[src/rtl/riscv_pipe_pkg.sv]
// Shared types and constants for the 5-stage pipeline hazard/sequencing logic.
package riscv_pipe_pkg;

  typedef enum logic [0:0] {
    RUN      = 1'b0,
    MEM_WAIT = 1'b1
  } hz_state_e;

  typedef enum logic [1:0] {
    FWD_RF  = 2'b00,
    FWD_EX  = 2'b01,
    FWD_MEM = 2'b10,
    FWD_WB  = 2'b11
  } fwd_sel_t;

  localparam logic [1:0] WB_SEL_ALU  = 2'b00;
  localparam logic [1:0] WB_SEL_LOAD = 2'b01;
  localparam logic [1:0] WB_SEL_PC4  = 2'b10;

  // Youngest producer wins; x0 is hardwired zero so it never forwards.
  function automatic fwd_sel_t fwd_select(
    input logic       use_src,
    input logic [4:0] src,
    input logic       ex_fwd_ok,
    input logic [4:0] ex_rd,
    input logic       mem_reg_write,
    input logic [4:0] mem_rd,
    input logic       wb_reg_write,
    input logic [4:0] wb_rd
  );
    fwd_sel_t sel;
    sel = FWD_RF;
    if (use_src && (src != 5'd0)) begin
      if (ex_fwd_ok && (ex_rd == src)) begin
        sel = FWD_EX;
      end else if (mem_reg_write && (mem_rd == src)) begin
        sel = FWD_MEM;
      end else if (wb_reg_write && (wb_rd == src)) begin
        sel = FWD_WB;
      end
    end
    return sel;
  endfunction

endpackage

[src/rtl/hazard_fwd_unit.sv]
// Combinational load-use detection and ID-stage operand forwarding selects.
module hazard_fwd_unit
  import riscv_pipe_pkg::*;
(
  input  logic [4:0] id_rs1,
  input  logic [4:0] id_rs2,
  input  logic       id_use_rs1,
  input  logic       id_use_rs2,
  input  logic [4:0] ex_rd,
  input  logic       ex_reg_write,
  input  logic [1:0] ex_wb_sel,
  input  logic [4:0] mem_rd,
  input  logic       mem_reg_write,
  input  logic [4:0] wb_rd,
  input  logic       wb_reg_write,
  output logic       load_use,
  output logic [1:0] fwd_a_sel,
  output logic [1:0] fwd_b_sel
);

  logic ex_is_load;
  logic ex_fwd_ok;
  logic rs1_hit;
  logic rs2_hit;

  always_comb begin
    ex_is_load = ex_reg_write && (ex_wb_sel == WB_SEL_LOAD) && (ex_rd != 5'd0);
    // Load data is not available until MEM, so EX may only forward non-load results.
    ex_fwd_ok  = ex_reg_write && (ex_wb_sel != WB_SEL_LOAD);
    rs1_hit    = id_use_rs1 && (id_rs1 == ex_rd);
    rs2_hit    = id_use_rs2 && (id_rs2 == ex_rd);
    load_use   = ex_is_load && (rs1_hit || rs2_hit);

    fwd_a_sel = fwd_select(id_use_rs1, id_rs1, ex_fwd_ok, ex_rd,
                           mem_reg_write, mem_rd, wb_reg_write, wb_rd);
    fwd_b_sel = fwd_select(id_use_rs2, id_rs2, ex_fwd_ok, ex_rd,
                           mem_reg_write, mem_rd, wb_reg_write, wb_rd);
  end

endmodule

[src/rtl/pipeline_hazard_ctrl.sv]
// Pipeline register sequencing: stall/flush priority, data-memory wait FSM with
// timeout, and a saturating stall-cycle counter.
module pipeline_hazard_ctrl
  import riscv_pipe_pkg::*;
#(
  parameter int unsigned MEM_TIMEOUT = 16,
  parameter int unsigned CNT_W       = 32
) (
  input  logic             clk,
  input  logic             resetn,
  input  logic [4:0]       id_rs1,
  input  logic [4:0]       id_rs2,
  input  logic             id_use_rs1,
  input  logic             id_use_rs2,
  input  logic [4:0]       ex_rd,
  input  logic             ex_reg_write,
  input  logic [1:0]       ex_wb_sel,
  input  logic [4:0]       mem_rd,
  input  logic [4:0]       wb_rd,
  input  logic             mem_reg_write,
  input  logic             wb_reg_write,
  input  logic             ex_redirect,
  input  logic             dmem_req,
  input  logic             dmem_ready,
  output logic             pc_en,
  output logic             pc_sel_redirect,
  output logic             if_id_en,
  output logic             id_ex_en,
  output logic             ex_mem_en,
  output logic             mem_wb_en,
  output logic             if_id_flush,
  output logic             id_ex_flush,
  output logic             mem_wb_flush,
  output logic [1:0]       fwd_a_sel,
  output logic [1:0]       fwd_b_sel,
  output logic             mem_timeout_err,
  output logic [CNT_W-1:0] perf_stall_cnt
);

  localparam int unsigned WAIT_W = (MEM_TIMEOUT > 1) ? $clog2(MEM_TIMEOUT) : 1;
  localparam logic [WAIT_W-1:0] WAIT_LAST = WAIT_W'(MEM_TIMEOUT - 1);

  hz_state_e         state_q, state_d;
  logic [WAIT_W-1:0] wait_cnt_q, wait_cnt_d;
  logic              err_q, err_d;
  logic [CNT_W-1:0]  perf_q, perf_d;

  logic load_use;
  logic mem_stall;
  logic stall_now;

  hazard_fwd_unit u_hazard_fwd_unit (
    .id_rs1        (id_rs1),
    .id_rs2        (id_rs2),
    .id_use_rs1    (id_use_rs1),
    .id_use_rs2    (id_use_rs2),
    .ex_rd         (ex_rd),
    .ex_reg_write  (ex_reg_write),
    .ex_wb_sel     (ex_wb_sel),
    .mem_rd        (mem_rd),
    .mem_reg_write (mem_reg_write),
    .wb_rd         (wb_rd),
    .wb_reg_write  (wb_reg_write),
    .load_use      (load_use),
    .fwd_a_sel     (fwd_a_sel),
    .fwd_b_sel     (fwd_b_sel)
  );

  always_comb begin
    mem_stall = dmem_req && !dmem_ready;
    // Once waiting, the frozen MEM stage keeps its access open until ready.
    stall_now = (state_q == MEM_WAIT) ? !dmem_ready : mem_stall;
  end

  always_comb begin
    pc_en           = 1'b1;
    pc_sel_redirect = 1'b0;
    if_id_en        = 1'b1;
    id_ex_en        = 1'b1;
    ex_mem_en       = 1'b1;
    mem_wb_en       = 1'b1;
    if_id_flush     = 1'b0;
    id_ex_flush     = 1'b0;
    mem_wb_flush    = 1'b0;
    if (!resetn) begin
      if_id_flush  = 1'b1;
      id_ex_flush  = 1'b1;
      mem_wb_flush = 1'b1;
    end else if (stall_now) begin
      pc_en        = 1'b0;
      if_id_en     = 1'b0;
      id_ex_en     = 1'b0;
      ex_mem_en    = 1'b0;
      mem_wb_flush = 1'b1;
    end else if (ex_redirect) begin
      // The dependent instruction in ID is squashed, so load_use is moot here.
      pc_sel_redirect = 1'b1;
      if_id_flush     = 1'b1;
      id_ex_flush     = 1'b1;
    end else if (load_use) begin
      pc_en       = 1'b0;
      if_id_en    = 1'b0;
      id_ex_flush = 1'b1;
    end
  end

  always_comb begin
    state_d    = state_q;
    wait_cnt_d = wait_cnt_q;
    err_d      = err_q;
    perf_d     = perf_q;

    unique case (state_q)
      RUN: begin
        wait_cnt_d = '0;
        if (mem_stall) begin
          state_d = MEM_WAIT;
        end
      end
      MEM_WAIT: begin
        if (dmem_ready) begin
          state_d    = RUN;
          wait_cnt_d = '0;
        end else if (wait_cnt_q == WAIT_LAST) begin
          err_d = 1'b1;
        end else begin
          wait_cnt_d = wait_cnt_q + WAIT_W'(1);
        end
      end
      default: begin
        state_d    = RUN;
        wait_cnt_d = '0;
      end
    endcase

    if (!pc_en && (perf_q != {CNT_W{1'b1}})) begin
      perf_d = perf_q + CNT_W'(1);
    end
  end

  always_ff @(posedge clk) begin
    if (!resetn) begin
      state_q    <= RUN;
      wait_cnt_q <= '0;
      err_q      <= 1'b0;
      perf_q     <= '0;
    end else begin
      state_q    <= state_d;
      wait_cnt_q <= wait_cnt_d;
      err_q      <= err_d;
      perf_q     <= perf_d;
    end
  end

  assign mem_timeout_err = err_q;
  assign perf_stall_cnt  = perf_q;

endmodule

[config.mk]
export PLATFORM = sky130hd
export DESIGN_NAME = pipeline_hazard_ctrl
export DESIGN_NICKNAME = d
export VERILOG_FILES = /design/src/rtl/riscv_pipe_pkg.sv /design/src/rtl/hazard_fwd_unit.sv /design/src/rtl/pipeline_hazard_ctrl.sv
export SDC_FILE = /design/constraint.sdc
export NUM_CORES = 1
export LEC_CHECK = 0
export ABC_AREA = 1
export CAP_MARGIN = 20
export CORE_ASPECT_RATIO = 1.5
export CORE_MARGIN = 4
export CORE_UTILIZATION = 40
export DETAILED_ROUTE_END_ITERATION = 16
export GPL_ROUTABILITY_DRIVEN = 0
export PLACE_DENSITY_LB_ADDON = 0.3
export SLEW_MARGIN = 20
export SYNTH_ARGS = -nofsm -noshare
export SYNTH_HDL_FRONTEND = slang
export SYNTH_HIERARCHICAL = 1
export SYNTH_SLANG_ARGS = --single-unit
[constraint.sdc]
create_clock -name clk -period 3.1 [get_ports clk]
set_input_delay 0.93 -clock clk [delete_from_list [all_inputs] [get_ports clk]]
set_output_delay 0.93 -clock clk [all_outputs]
set_load 0.01 [all_outputs]
==> key figures, run 1 <==
GRT
  • All-Layer GR Usage: 21.0%
  • First-pass GRT wire length: between 15000 and 20000 microns
  • Gr ovfl total: 0
  • Initial antenna violation count: 0
  • Largest net degree at the start of global routing: 43
  • Number of global-route vias before repair: ~3600

Hold path
  • Hold path endpoint: mem_timeout_err
  • Worst Hold Class: reg2reg
  • Min-delay src: mem_timeout_err
  • Hold Path Depth: 2

Yosys
  • Synth unique cells: 32
  • Synth cell count leaders: 181 x nand2_1, 101 x nor2_1, 45 x inv_1
  • Dominant cell type by area after synthesis: dfxtp_1
  • Yosys synthesis warning count: 6
  • Area contributors post-synth: dfxtp_1 25%, nand2_1 22%, nor2_1 12%
  • Mapped Cells: between 500 and 600
  • Post-Syn Nets: 568
  • Main flop type after synthesis: dfxtp_1
  • Yosys top cell area share: 24.9%
  • Mapped cell area: slightly above 0.003 sq mm
  • Post-synthesis register bit count: 38
  • Most instantiated library cell after synthesis: nand2_1
  • Post-synth EDFFs: 0
  • Fraction of registers with async set/reset: 0%
  • Register area share after synthesis: 24.9%
  • Syn avg cell area: approximately 5.8 sq um

STA
  • Fin. Hold Viols: 0
  • Setup tns final: 0 ps
  • Final setup margin: about 40 ps
  • Final Critical Period: between 3000 and 4000 ps
  • Unrepaired setup endpoints after global routing: yes
  • Actual transition at the worst max-transition pin: a little over 500 ps
  • Maximum clock frequency: 0.327 GHz
  • Setup violations, final: 0
  • Hold WS: 472 ps
  • Slew margin rel.: about 66%
  • Worst Skew: 2.57 ps
  • Final slew viol count: 0
  • Post-route clock period utilization: about 100%

Routing
  • Routed WL: 9620 microns
  • Via count: between 3000 and 4000
  • DRC violations left: 0
  • Avg Vias per Cell: slightly above 5
  • Remaining antenna violation count: 0
  • 1st-pass router iterations: 4
  • DRT iter0 DRCs: between 150 and 200
  • DR WL/cell: 13.0 microns

Setup path
  • Startpoint Class: input pin
  • Worst Reg-to-Reg Cells: 10
  • CP Class: in2out
  • Max FO, Critical Path: 3
  • R2R Setup Slk: 910 ps
  • R2R Path Start: perf_stall_cnt[0]
  • Worst EP required: between 2000 and 2500 ps
  • Critical R2R Capture: perf_stall_cnt[0]
  • Critical path capture point type: primary output
  • CP Data Arrival Time: 2130 ps

Floorplanning
  • Die width: between 70 and 80 microns
  • I/O pin count: 83
  • Die area: approximately 0.009 sq mm
  • Starting Density: a little over two fifths
  • Die Y-Extent: roughly 120 microns
  • Core area: roughly 0.0073 sq mm
  • Row count: 38

Placement
  • Hpwl dp: between 7000 and 8000 microns
  • # port buffers: between 80 and 90
  • Place WS: -837 ps

Final layout
  • Fin util: just under 60%
  • N_diodes: 0
  • Layout cells sized above 1: 20.9%
  • Filler cell count: ~760
  • Final net count: around 680
  • Area delta synth->final: 38.0%

Clock tree
  • CTS H-tree lvls: 2
  • CTS Buffer Depth: 2
  • Skew-Pair Late Insertion Delay: roughly 290 ps
  • Clock sinks: 38
  • Root buffer cell: clkbuf_8
  • Total CTS buffers: 5
  • CTS tree: yes
  • Clk slew on worst S/H paths: approximately 80 ps

Power and ir drop
  • P per Cell Area: 258 mW/mm^2
  • Leakage: between 1.5 and 2 nW
  • VDD IR-drop max: between 0.00015 and 0.0002 V

Outcome
  • Outcome: finished clean

Flow run
  • Maxcap violations: 0
[how the worst max path moves through the flow]
stage,from,endpoint,slack (ps),cells after the start
floorplan,ex_rd[2],pc_en,120,10
global placement,ex_rd[2],pc_en,-830,11
detailed placement,ex_rd[2],if_id_en,-840,11
CTS,id_rs1[0],id_ex_flush,0.8,11
global route,id_rs2[0],id_ex_flush,-100,11
finish,id_rs2[0],id_ex_flush,40,11
[cell usage in the layout, fill, tap and decap left out, types with 2 or more instances in the layout]
master,netlist,routed
a21oi_1,31,29
a21oi_2,2,4
buf_2,1,8
buf_4,3,41
buf_6,9,2
clkbuf_2,0,9
clkbuf_8,0,6
clkdlybuf4s50_1,0,37
dfxtp_1,38,38
dlygate4sd2_1,0,10
dlymetal6s2s_1,0,8
ha_1,2,2
inv_1,45,42
inv_2,10,13
nand2_1,181,173
nand2_2,3,10
nand2_4,1,2
nand3_1,34,33
nand3_2,8,9
nand3_4,2,2
nand4_1,16,16
nor2_1,101,93
nor2_2,10,16
nor2_4,3,5
nor3_1,6,6
o21ai_0,9,7
o21ai_1,0,2
xnor2_2,0,2
xor2_1,2,2
[kinds of logic (layout without fill, tap and decap cells)]
logic type / count (synthesis) / in the layout / share of synthesized area, %
adders and majority gates: 2 / 2 / 0.819
buffers and inverters: 69 / 180 / 11.1
xor gates and xnor gates: 5 / 5 / 1.43
other: 1 / 1 / 0.123
and+or+nand+nor: 369 / 369 / 53.8
DFF: 38 / 38 / 24.9
AOI/OAI and AO/OA: 45 / 45 / 7.82
[what timing repair did]
item,in CTS,in global routing
endpoints found under the setup margin,12,11
gates cloned,0,0
hold buffers,0,0
resized for setup,93,57
pin swaps,21,25
setup buffers,3,3
[critical path, stage by stage]
cell and delay, ps:
buf_4 110, inv_2 40, nand2_1 80, nand2_2 70
nor2_4 120, nand4_1 150, a21oi_2 200, buf_4 120
nor2_1 30, o21ai_1 120, buf_2 150
[report_power, final]
part	switching (W)	internal, W
Combinational	0.000127	0.000108
Clock	0.000182	0.000179
Sequential	0.00000377	0.000490
[sequential cells by signal (all words and copies together), names as in the netlist]
register         flops
perf_stall_cnt      32
wait_cnt_q           4
mem_timeout_err      1
state_q              1
[stage by stage]
stage / instance area [sq um] / total power, W / instances
global route: 4220 / 0.00114 / 740
finish: 4220 / 0.00109 / 740
global placement: 4080 / 0.000727 / 726
CTS: 4180 / 0.00108 / 737
detailed placement: 4080 / 0.000730 / 726
floorplan: 3060 / 0.000607 / 529
[layer usage]
layer	routed length [microns]	vias to the layer above	global-route usage, %
met5	0	-	0
met4	590	0	12.5
met3	562	43	3.45
met2	5070	159	40.4
met1	3390	1657	20.5
li1	-	1889	-
[final cells by class]
class	instances	area (sq um)	share of cell area, %
Sequential cell	38	761	18.0
Timing Repair Buffer	116	983	23.3
Inverter	56	210	4.98
Clock inverter	2	12.5	0.297
Tap cell	100	125	2.97
Clock buffer	6	82.6	1.96
Multi-Input combinational cell	422	2040	48.4
(Power assumes the default switching activity.)
==> inputs of run 2 (changes only) <==
GPL_TIMING_DRIVEN = 0   (was unset)
==> run 2 against run 1 <==
Sequential cell count unchanged; clock power grew 44%; power increased by 14%; fmax rose by 0.84%; critical endpoint unchanged; largest power group is now the clock network.
==> key figures, run 2 (synthesis results as in run 1) <==
Routing
  • DR WL/cell: ~13 microns
  • Routed WL: between 9000 and 10000 microns
  • DRC violations left: 0
  • Via count: 3698
  • Avg Vias per Cell: 5.10
  • DRT iter0 DRCs: between 200 and 250
  • 1st-pass router iterations: 9
  • Remaining antenna violation count: 0

Final layout
  • Most common cell after layout, fill and taps aside: nand2_1
  • N_diodes: 0
  • Final net count: about 660
  • Filler cell count: roughly 740
  • Fin area: roughly 0.0043 sq mm
  • Area delta synth->final: 39.4%
  • Most frequent cells in the layout: 169 x nand2_1, 91 x nor2_1, 41 x inv_1
  • FF/Latch Area: around 760 sq um
  • Layout cells sized above 1: between 20% and 30%
  • Number of flip-flops in the largest register: 32
  • Multi-input gate area: roughly 0.0021 sq mm

Floorplanning
  • I/O pin count: 83
  • Die width: between 70 and 80 microns
  • Row count: 38
  • Die area: approximately 0.009 sq mm
  • Die Y-Extent: 115 microns
  • Core area: ~0.0073 sq mm
  • Starting Density: 41.7%

Clock tree
  • Clk slew on worst S/H paths: 80 ps
  • CTS Buffer Depth: 2
  • Total CTS buffers: 5
  • CTS H-tree lvls: 2
  • Clock sinks: 38
  • Skew-Pair Late Insertion Delay: a little under 300 ps
  • Root buffer cell: clkbuf_8
  • CTS tree: yes
  • CTS Hold Buffers Added: 0

Power and ir drop
  • VDD IR-drop max: around 0.00022 V
  • P per Cell Area: slightly below 300 mW/mm^2
  • Leakage: about 1.9 nW
  • Design Power: 0.00124 W

Setup path
  • R2R Path Start: perf_stall_cnt[0]
  • Worst setup path startpoint: ex_rd[1]
  • Startpoint Class: input pin
  • Critical R2R Capture: perf_stall_cnt[21]
  • R2R Setup Slk: between 1000 and 1500 ps
  • CP Data Arrival Time: 2110 ps
  • Max FO, Critical Path: 3
  • CP Class: in2out
  • Worst Reg-to-Reg Cells: 9
  • Critical path capture point type: primary output
  • Worst EP required: approximately 2200 ps

STA
  • Final slew viol count: 0
  • Maximum clock frequency: approximately 0.33 GHz
  • Final Critical Period: between 3000 and 4000 ps
  • Hold WS: 459 ps
  • Post-route clock period utilization: between 90 and 100%
  • Worst Skew: around 5.0 ps
  • Fin. Hold Viols: 0
  • Unrepaired setup endpoints after global routing: yes
  • Setup violations, final: 0
  • Setup tns final: 0 ps

Placement
  • Post-Place Cell Area: 0.00399 sq mm
  • # port buffers: 81
  • Hpwl dp: 7630 microns

Hold path
  • Hold path endpoint: mem_timeout_err
  • Worst Hold Class: reg2reg
  • Min-delay src: mem_timeout_err
  • Hold Path Depth: 2

Flow run
  • Maxcap violations: 0

Outcome
  • Outcome: finished clean

GRT
  • All-Layer GR Usage: a little over a fifth
  • Initial antenna violation count: 0
  • Number of global-route vias before repair: around 3600
  • Largest net degree at the start of global routing: 13
  • Gr ovfl total: 0
  • First-pass GRT wire length: 15800 microns
run 2: cell types whose count changed in the layout (fill, tap and decap cells not counted), sizes merged:
cell / change
clkinvlp: -1
bufinv: +2
dlygate4sd2: +3
clkbuf: -9
buf: -9
clkinv: -1
run 2: how the worst max path moves through the flow:
stage	cells past startpoint	endpoint	slack (ps)
after floorplan	10	pc_en	120
after global placement	12	pc_en	-1270
after detailed placement	12	pc_en	-1310
after CTS	8	pc_en	-30
after global routing	11	id_ex_flush	-50
final	11	id_ex_flush	60
run 2: critical path: stages:
cell and delay [ps]:
buf_2 110, inv_2 50, nand2_1 50, nand2_1 60, nor2_2 160, nand4_1 130
a21oi_2 170, buf_4 140, nor2_2 40, o21ai_1 120, buf_2 150
run 2: power breakdown:
part / internal (W) / switching (W) / total (W)
Clock: 0.000343 / 0.000177 / 0.000520
Sequential: 0.000490 / 0.00000405 / 0.000494
Combinational: 0.000100 / 0.000128 / 0.000228
Total: 0.000934 / 0.000308 / 0.00124
run 2: cell type report:
class	instances	share of cell area [%]
Clock inverter	2	1.41
Tap cell	100	2.94
Timing Repair Buffer	89	18.9
Sequential cell	38	17.9
Buffer	12	2.85
Clock buffer	6	1.94
Inverter	56	4.99
Multi-Input combinational cell	422	49.1
run 2: timing repair:
action	in CTS	in global routing
pin swaps	19	20
setup endpoints to repair	17	8
gates resized for setup	133	42
setup buffers	6	2
run 2: through the flow:
step / instances / util [%] / setup WS (ps)
after floorplan: 529 / - / 122
after global placement: 710 / 54.5 / -1270
after detailed placement: 710 / 54.5 / -1310
after CTS: 724 / 56.7 / -31.6
after global routing: 725 / 58.2 / -54.3
final: 725 / 58.2 / 64.6
run 2: metal layers:
layer | global-route usage [%] | vias up | wire length (microns)
met5 | 0 | - | 0
li1 | - | 1859 | -
met2 | 42.2 | 156 | 5190
met4 | 13.5 | 0 | 519
met1 | 20.5 | 1640 | 3440
met3 | 3.68 | 43 | 540
==> inputs of run 3 (changes only) <==
CTS_BUF_LIST = sky130_fd_sc_hd__clkbuf_8   (was unset)
TNS_END_PERCENT = 5   (was unset)
==> run 3 against run 2 <==
The run now ends with negative setup slack left; clock power is essentially flat; non-clock buffer count shrank 4; first-iteration DRC count grew 7.2%; routed wire length shrank 2.4%; core utilization shrank 1.5 points; highest routed layer unchanged; die area is the same; power shrank 1.4%; sequential share of layout area grew 0.46 points; clock skew is essentially flat; clock-buffer cell count is the same.
==> key figures, run 3 (synthesis results as in run 1) <==
Setup path
  • Startpoint Class: input pin
  • CP bufs+invs: 3
  • Worst Reg-to-Reg Cells: 9
  • Slowest CP cell: dlygate4sd2_1
  • CP Class: in2out
  • CP Data Arrival Time: ~2300 ps
  • Max FO, Critical Path: 4
  • Worst EP required: 2170 ps
  • Delay-heaviest family, CP: buffers and inverters
  • R2R Setup Slk: about 1200 ps
  • Worst-path cell chain: dlygate4sd2_1 -> xnor2_1 -> nand4_1 -> a21oi_2 -> nand2_1 -> nand2_4 -> nand2_8 -> buf_6 -> buf_6
  • R2R Path Start: perf_stall_cnt[0]
  • Largest stage delay, worst path: 280 ps
  • CP most frequent cell: buf_6
  • Critical path capture point type: primary output
  • Critical R2R Capture: perf_stall_cnt[21]

Clock tree
  • CTS H-tree lvls: 2
  • Skew-Pair Late Insertion Delay: around 290 ps
  • CTS Buffer Depth: 2
  • CTS tree: yes
  • Total CTS buffers: 5
  • Root buffer cell: clkbuf_8
  • Clock sinks: 38
  • Clk slew on worst S/H paths: approximately 80 ps

Routing
  • Via count: roughly 3600
  • 1st-pass router iterations: 6
  • DR WL/cell: 13.1 microns
  • DRC violations left: 0
  • Remaining antenna violation count: 0
  • Routed WL: 9460 microns
  • Avg Vias per Cell: slightly above 5
  • DRT iter0 DRCs: between 200 and 250

Hold path
  • Hold path endpoint: mem_timeout_err
  • Min-delay src: mem_timeout_err
  • Hold Path Depth: 2
  • Worst Hold Class: reg2reg

GRT
  • Initial antenna violation count: 0
  • Number of global-route vias before repair: 3593
  • First-pass GRT wire length: approximately 16000 microns
  • All-Layer GR Usage: about a fifth
  • Gr ovfl total: 0
  • Largest net degree at the start of global routing: 13

Floorplanning
  • Starting Density: about two fifths
  • Die width: between 70 and 80 microns
  • Core area: 0.00732 sq mm
  • I/O pin count: between 80 and 90
  • Row count: 38
  • Die Y-Extent: around 120 microns
  • Die area: a little over 0.009 sq mm

Final layout
  • Final net count: 659
  • Filler cell count: 754
  • Fin util: 56.7%
  • N_diodes: 0
  • Area delta synth->final: 35.9%
  • Layout cells sized above 1: roughly 17%
  • Most frequent cells in the layout: 179 x nand2_1, 92 x nor2_1, 47 x clkdlybuf4s50_1
  • Number of flip-flops in the largest register: 32
  • Most common cell after layout, fill and taps aside: nand2_1

STA
  • Final Critical Period: roughly 3200 ps
  • Setup violations, final: 6
  • Final setup margin: -145 ps
  • Maximum clock frequency: approximately 0.31 GHz
  • Unrepaired setup endpoints after global routing: yes
  • Post-route clock period utilization: 105%
  • Worst Skew: 4.92 ps
  • Fin. Hold Viols: 0
  • Final slew viol count: 0

Placement
  • Hpwl dp: ~7600 microns
  • Place WS: -1310 ps
  • # port buffers: 81

Outcome
  • Violated checks: negative setup slack
  • Outcome: complete, but fails checks

Power and ir drop
  • Leakage: 1.80 nW
  • P per Cell Area: between 200 and 300 mW/mm^2
  • VDD IR-drop max: approximately 0.00022 V
  • Design Power: between 0.001 and 0.0015 W

Flow run
  • Maxcap violations: 0
run 3: power by group:
part	internal, W	leakage, nW	total (W)	switching [W]
combinational	0.0000905	1.42	0.000209	0.000118
sequential	0.000490	0.306	0.000495	0.00000443
clock	0.000343	0.0714	0.000521	0.000178
run 3: per-layer routing:
metal | global-route usage [%] | vias up | part of all wire [%]
met5 | 0 | - | 0
met4 | 12.6 | 0 | 4.6
met3 | 3.53 | 31 | 5.6
met2 | 41.8 | 133 | 54
met1 | 20.3 | 1629 | 36
li1 | - | 1847 | -
run 3: what timing repair did:
item                       CTS  global route
hold endpoints to repair     0             0
pin swaps                   16             0
setup endpoints to repair   17            10
buffers inserted             3             0
hold buffers                 0             0
gates resized for setup    115             8
run 3: worst max-delay path by stage:
stage,from,to,slack [ps],cells after the start
2_1_floorplan,ex_rd[2],pc_en,120,10
3_3_place_gp,id_rs2[2],pc_en,-1270,12
3_5_place_dp,id_rs2[3],pc_en,-1310,12
4_1_cts,dmem_req,pc_sel_redirect,-180,5
5_1_grt,id_rs2[4],pc_en,-210,9
6_report,ex_rd[4],pc_en,-140,9
run 3: final cells by class:
cell class | instances | area, sq um | share of cell area (%)
buffer | 13 | 133 | 3.19
multi-input combinational | 422 | 2030 | 49.0
clock buffer | 6 | 82.6 | 1.99
clock inverter | 2 | 60.1 | 1.45
timing repair buffer | 84 | 748 | 18.0
tap | 100 | 125 | 3.01
inverter | 56 | 210 | 5.06
sequential | 38 | 761 | 18.3
run 3: worst reg2reg max path, delay by kind of cell, from the launching register on:
kind,cells,cell delay [ps]
adders and majority gates,1,250
AOI/OAI and AO/OA,1,150
DFF,1,470
and+or+nand+nor,6,690
buffers and inverters,1,180
run 3: through the flow:
step	cell area [sq um]	cells	hold slack (ps)	setup TNS, ps
6_report	4150	721	459	-252
5_1_grt	4150	721	514	-891
4_1_cts	4130	721	468	-283
3_5_place_dp	3990	710	449	-11890
3_3_place_gp	3990	710	446	-10940
2_1_floorplan	3060	529	450	0
==> RTL edit 1: new RTL, config.mk and constraints of run 3 <==
Change the parameter `MEM_TIMEOUT` from 16 to 32.
--- a/src/rtl/pipeline_hazard_ctrl.sv
+++ b/src/rtl/pipeline_hazard_ctrl.sv
@@ -3,7 +3,7 @@
 module pipeline_hazard_ctrl
   import riscv_pipe_pkg::*;
 #(
-  parameter int unsigned MEM_TIMEOUT = 16,
+  parameter int unsigned MEM_TIMEOUT = 32,
   parameter int unsigned CNT_W       = 32
 ) (
   input  logic             clk,
Check against the original RTL: same outputs for any inputs over 10 cycles, from zero or initial values and one cycle with resetn low; that may be too few to reach the edited logic, so the function may still have changed.
==> RTL edit 1 against run 3 <==
The flow still finishes with violations (negative setup slack). Maximum frequency is 2.5% higher. Total power is 2.2% higher. Cell area is 4.2% higher. Sequential cell count is 1 higher. Wire length is 3.0% higher. Worst setup slack better by 0.078 ns. Area after synthesis is 0.49% higher. Synthesized cell count is 3.8% higher.
==> RTL edit 1: results (changes against run 3) <==
Run status
  • Violated checks: negative setup slack (unchanged)
  • Status: finished with violations (unchanged)

STA
  • Final worst setup slack: -0.0672 ns (was -0.145 ns)
  • Final setup vio count: 3 (was 6)
  • Worst Skew: 0.00697 ns (was 0.00492 ns)
  • Setup_tns: -0.164 ns (was -0.252 ns)

Setup path
  • Critical Path AT: 2.24 ns (was 2.31 ns)
  • CP endpoint: fwd_b_sel[1] (was pc_en)
  • CP max-delay cell: buf_2 (was dlygate4sd2_1)

Route
  • Routed length per placed instance: 12.9 µm (was 13.1 µm)
  • 1st-pass router iterations: 4 (was 6)
  • Routed length on met3: 497 µm (was 532 µm)
  • Vias: 3772 (was 3640)

CTS
  • Post-CTS Resized: 96 (was 115)

Synth
  • Synth Area per Inst: 5.60 µm² (was 5.78 µm²)
  • Area contributors post-synth: dfxtp_1 (25%), nand2_1 (23%), nor2_1 (12%), nand3_1 (7.2%), inv_1 (7.0%) (was dfxtp_1 (25%), nand2_1 (22%), nor2_1 (12%), nand3_1 (5.6%), inv_1 (5.5%))
  • Synth Area in XOR/XNOR: 0.0200 (was 0.0143)
  • Seq/Total Area, Yosys: 0.254 (was 0.249)
  • Post-synth top cells: nand2_1 (188), nor2_1 (99), inv_1 (57) (was nand2_1 (181), nor2_1 (101), inv_1 (45))
  • Adder-cell area share of the yosys netlist: 0.0122 (was 0.00819)

GRT
  • M3 GR Usage: 0.0400 (was 0.0353)
  • Global-route wire length before repair: 16100 µm (was 15600 µm)
  • Largest net degree at the start of global routing: 14 (was 13)
  • GR met1 Demand/Resource: 0.216 (was 0.203)

Power and ir drop
  • Peak VDD IR: 0.000220 V (was 0.000215 V)
  • Leakage Power: 1.95 nW (was 1.80 nW)

Layout
  • Share of cells above drive strength 1: 0.192 (was 0.166)
  • Fill cells: 737 (was 754)
  • Nets: 695 (was 659)

Placed design
  • Placed instance count: 729 (was 710)
  • Pre-CTS setup slack: -1.11 ns (was -1.31 ns)
RTL edit 1: cell count changes in the layout (fill, tap and decap cells not counted), moves of 5 or more:
cell,before,now
nand2_2,3,15
dlygate4sd2_1,12,2
nand3_1,32,44
clkbuf_2,0,5
buf_2,17,9
buf_6,12,5
nand3_2,10,0
inv_1,42,52
a21oi_1,30,35
buf_4,5,35
dlymetal6s2s_1,2,12
RTL edit 1: final cells by class:
cell class	instances	area, µm²	share of cell area
clock buffer	5	68.8	0.0159
clock inverter	3	67.6	0.0156
sequential	39	781	0.180
inverter	69	269	0.0622
tap	100	125	0.0289
buffer	13	103	0.0237
multi-input combinational	428	2020	0.467
timing repair buffer	99	895	0.207
RTL edit 1: where the power goes:
group | total [mW] | leakage (nW) | switching, mW | internal, mW
Clock | 0.517 | 0.0644 | 0.196 | 0.321
Combinational | 0.231 | 1.58 | 0.123 | 0.108
Sequential | 0.504 | 0.314 | 0.00190 | 0.503
Total | 1.25 | 1.95 | 0.321 | 0.931
==> RTL edit 2: new RTL, config.mk and constraints of run 3 <==
Without the edit above. Put a register stage on the output `pc_sel_redirect`, without a reset. The value now appears one clock later. The other outputs are not delayed to match.
--- a/src/rtl/pipeline_hazard_ctrl.sv
+++ b/src/rtl/pipeline_hazard_ctrl.sv
@@ -40,6 +40,8 @@
   localparam int unsigned WAIT_W = (MEM_TIMEOUT > 1) ? $clog2(MEM_TIMEOUT) : 1;
   localparam logic [WAIT_W-1:0] WAIT_LAST = WAIT_W'(MEM_TIMEOUT - 1);
 
+  logic pc_sel_redirect_d;
+
   hz_state_e         state_q, state_d;
   logic [WAIT_W-1:0] wait_cnt_q, wait_cnt_d;
   logic              err_q, err_d;
@@ -74,7 +76,7 @@
 
   always_comb begin
     pc_en           = 1'b1;
-    pc_sel_redirect = 1'b0;
+    pc_sel_redirect_d = 1'b0;
     if_id_en        = 1'b1;
     id_ex_en        = 1'b1;
     ex_mem_en       = 1'b1;
@@ -94,7 +96,7 @@
       mem_wb_flush = 1'b1;
     end else if (ex_redirect) begin
       // The dependent instruction in ID is squashed, so load_use is moot here.
-      pc_sel_redirect = 1'b1;
+      pc_sel_redirect_d = 1'b1;
       if_id_flush     = 1'b1;
       id_ex_flush     = 1'b1;
     end else if (load_use) begin
@@ -155,5 +157,9 @@
   assign mem_timeout_err = err_q;
   assign perf_stall_cnt  = perf_q;
 
+  always_ff @(posedge clk) begin
+    pc_sel_redirect <= pc_sel_redirect_d;
+  end
+
 endmodule
 
Behaviour: not the same (Yosys sat finds a counterexample within 4 cycles, from zero or initial values and one cycle with resetn low).
==> RTL edit 2 against run 3 <==
The flow still finishes with violations (negative setup slack). Sequential cell count increased by 1. Wire length increased by 5.5%. Cell area increased by 4.3%. Synthesized cell count increased by 0.57%. Die area decreased by 3.1%. Final cell count increased by 4.3%. Area after synthesis decreased by 3.4%. Clock skew increased by 0.0041 ns. Worst setup slack improved by 0.12 ns. Total power decreased by 8.9%. Register-to-register slack got worse by 0.02 ns. Highest routed layer unchanged.
==> RTL edit 2: results (changes against run 3) <==
Run status
  • Status: finished with violations (unchanged)
  • Violated checks: negative setup slack (unchanged)

STA
  • Setup_tns: -0.0249 ns (was -0.252 ns)
  • Worst Skew: 0.00904 ns (was 0.00492 ns)
  • Final hold slack: 0.464 ns (was 0.459 ns)
  • Final worst setup slack: -0.0205 ns (was -0.145 ns)
  • Final setup vio count: 2 (was 6)

Placed design
  • Placed instance count: 712 (was 710)
  • Port Buffer Count: 80 (was 81)
  • Dpl cell area: 0.00388 mm² (was 0.00399 mm²)
  • Final HPWL DP: 7310 µm (was 7630 µm)

Power and ir drop
  • Leakage Power: 1.93 nW (was 1.80 nW)
  • Peak VDD IR: 0.000156 V (was 0.000215 V)
  • Seq power: 0.506 mW (was 0.495 mW)
  • Switch share: 0.293 (was 0.246)
  • P_clk: 0.344 mW (was 0.521 mW)

Synth
  • Post-Synthesis Net Count: 571 (was 568)
  • Synth cell types: 28 (was 32)
  • Synth Area per Inst: 5.55 µm² (was 5.78 µm²)
  • Post-synth top cells: nand2_1 (186), nor2_1 (95), inv_1 (53) (was nand2_1 (181), nor2_1 (101), inv_1 (45))
  • Area contributors post-synth: dfxtp_1 (26%), nand2_1 (24%), nor2_1 (12%), inv_1 (6.7%), nand3_1 (6.1%) (was dfxtp_1 (25%), nand2_1 (22%), nor2_1 (12%), nand3_1 (5.6%), inv_1 (5.5%))
  • Synth Area in XOR/XNOR: 0.0148 (was 0.0143)
  • Seq/Total Area, Yosys: 0.264 (was 0.249)
  • Synth Area in Compound Gates: 0.0822 (was 0.0782)

Route
  • Via/cell ratio: 5.04 (was 5.05)
  • Drt first-iter violations: 352 (was 238)
  • Routed wire length: 9980 µm (was 9460 µm)

Setup path
  • CP max-delay cell: buf_2 (was dlygate4sd2_1)
  • CP peak stage delay: 0.16 ns (was 0.28 ns)
  • R2r endpoint: perf_stall_cnt[27]$_SDFFE_PN0P_ (was perf_stall_cnt[21]$_SDFFE_PN0P_)
  • Critical Path AT: 2.19 ns (was 2.31 ns)
  • R2R setup slack: 1.22 ns (was 1.24 ns)

GRT
  • Global-route wire length before repair: 15700 µm (was 15600 µm)
  • GRT Util Overall: 0.219 (was 0.214)
  • Vias in the first global route: 3620 (was 3593)

Layout
  • Nets: 690 (was 659)
  • Share of cells above drive strength 1: 0.212 (was 0.166)
  • Fill cells: 695 (was 754)
-- RTL edit 2: cell count changes after synthesis, sizes merged, moves of 3 or more --
cell   delta
inv      +11
nand2     +5
nor2      -4
a31oi     +3
nand3     -8
a21oi     -9
o21ai     +6
-- RTL edit 2: layer usage --
metal / global-route usage / vias to the layer above / part of all wire
met5: 0 / - / 0
met4: 0.159 / 0 / 0.062
met3: 0.0326 / 45 / 0.066
met2: 0.396 / 181 / 0.51
met1: 0.225 / 1670 / 0.36
li1: - / 1895 / -
-- RTL edit 2: cell type report --
type	count	area, µm²	share of cell area
inverter	66	265	0.0613
clock inverter	3	16.3	0.00376
tap	100	125	0.0289
multi-input combinational	415	1940	0.448
buffer	10	67.6	0.0156
clock buffer	5	68.8	0.0159
sequential	39	781	0.180
timing repair buffer	114	1070	0.246
-- RTL edit 2: how the worst min path moves through the flow --
stage	startpoint	to	depth (start not counted)
floorplan	wait_cnt_q[3]$_SDFFE_PN0N_	wait_cnt_q[3]$_SDFFE_PN0N_	2
global placement	mem_timeout_err$_SDFFE_PN0P_	mem_timeout_err$_SDFFE_PN0P_	2
detailed placement	mem_timeout_err$_SDFFE_PN0P_	mem_timeout_err$_SDFFE_PN0P_	2
CTS	mem_timeout_err$_SDFFE_PN0P_	mem_timeout_err$_SDFFE_PN0P_	2
global route	wait_cnt_q[3]$_SDFFE_PN0N_	wait_cnt_q[3]$_SDFFE_PN0N_	2
finish	mem_timeout_err$_SDFFE_PN0P_	mem_timeout_err$_SDFFE_PN0P_	2
-- RTL edit 2: repair_timing --
| action | 4_1_cts | 5_1_grt |
|---|---|---|
| setup endpoints to repair | 12 | 7 |
| pin swaps | 17 | 26 |
| resized for setup | 105 | 76 |
| buffers inserted | 31 | 8 |
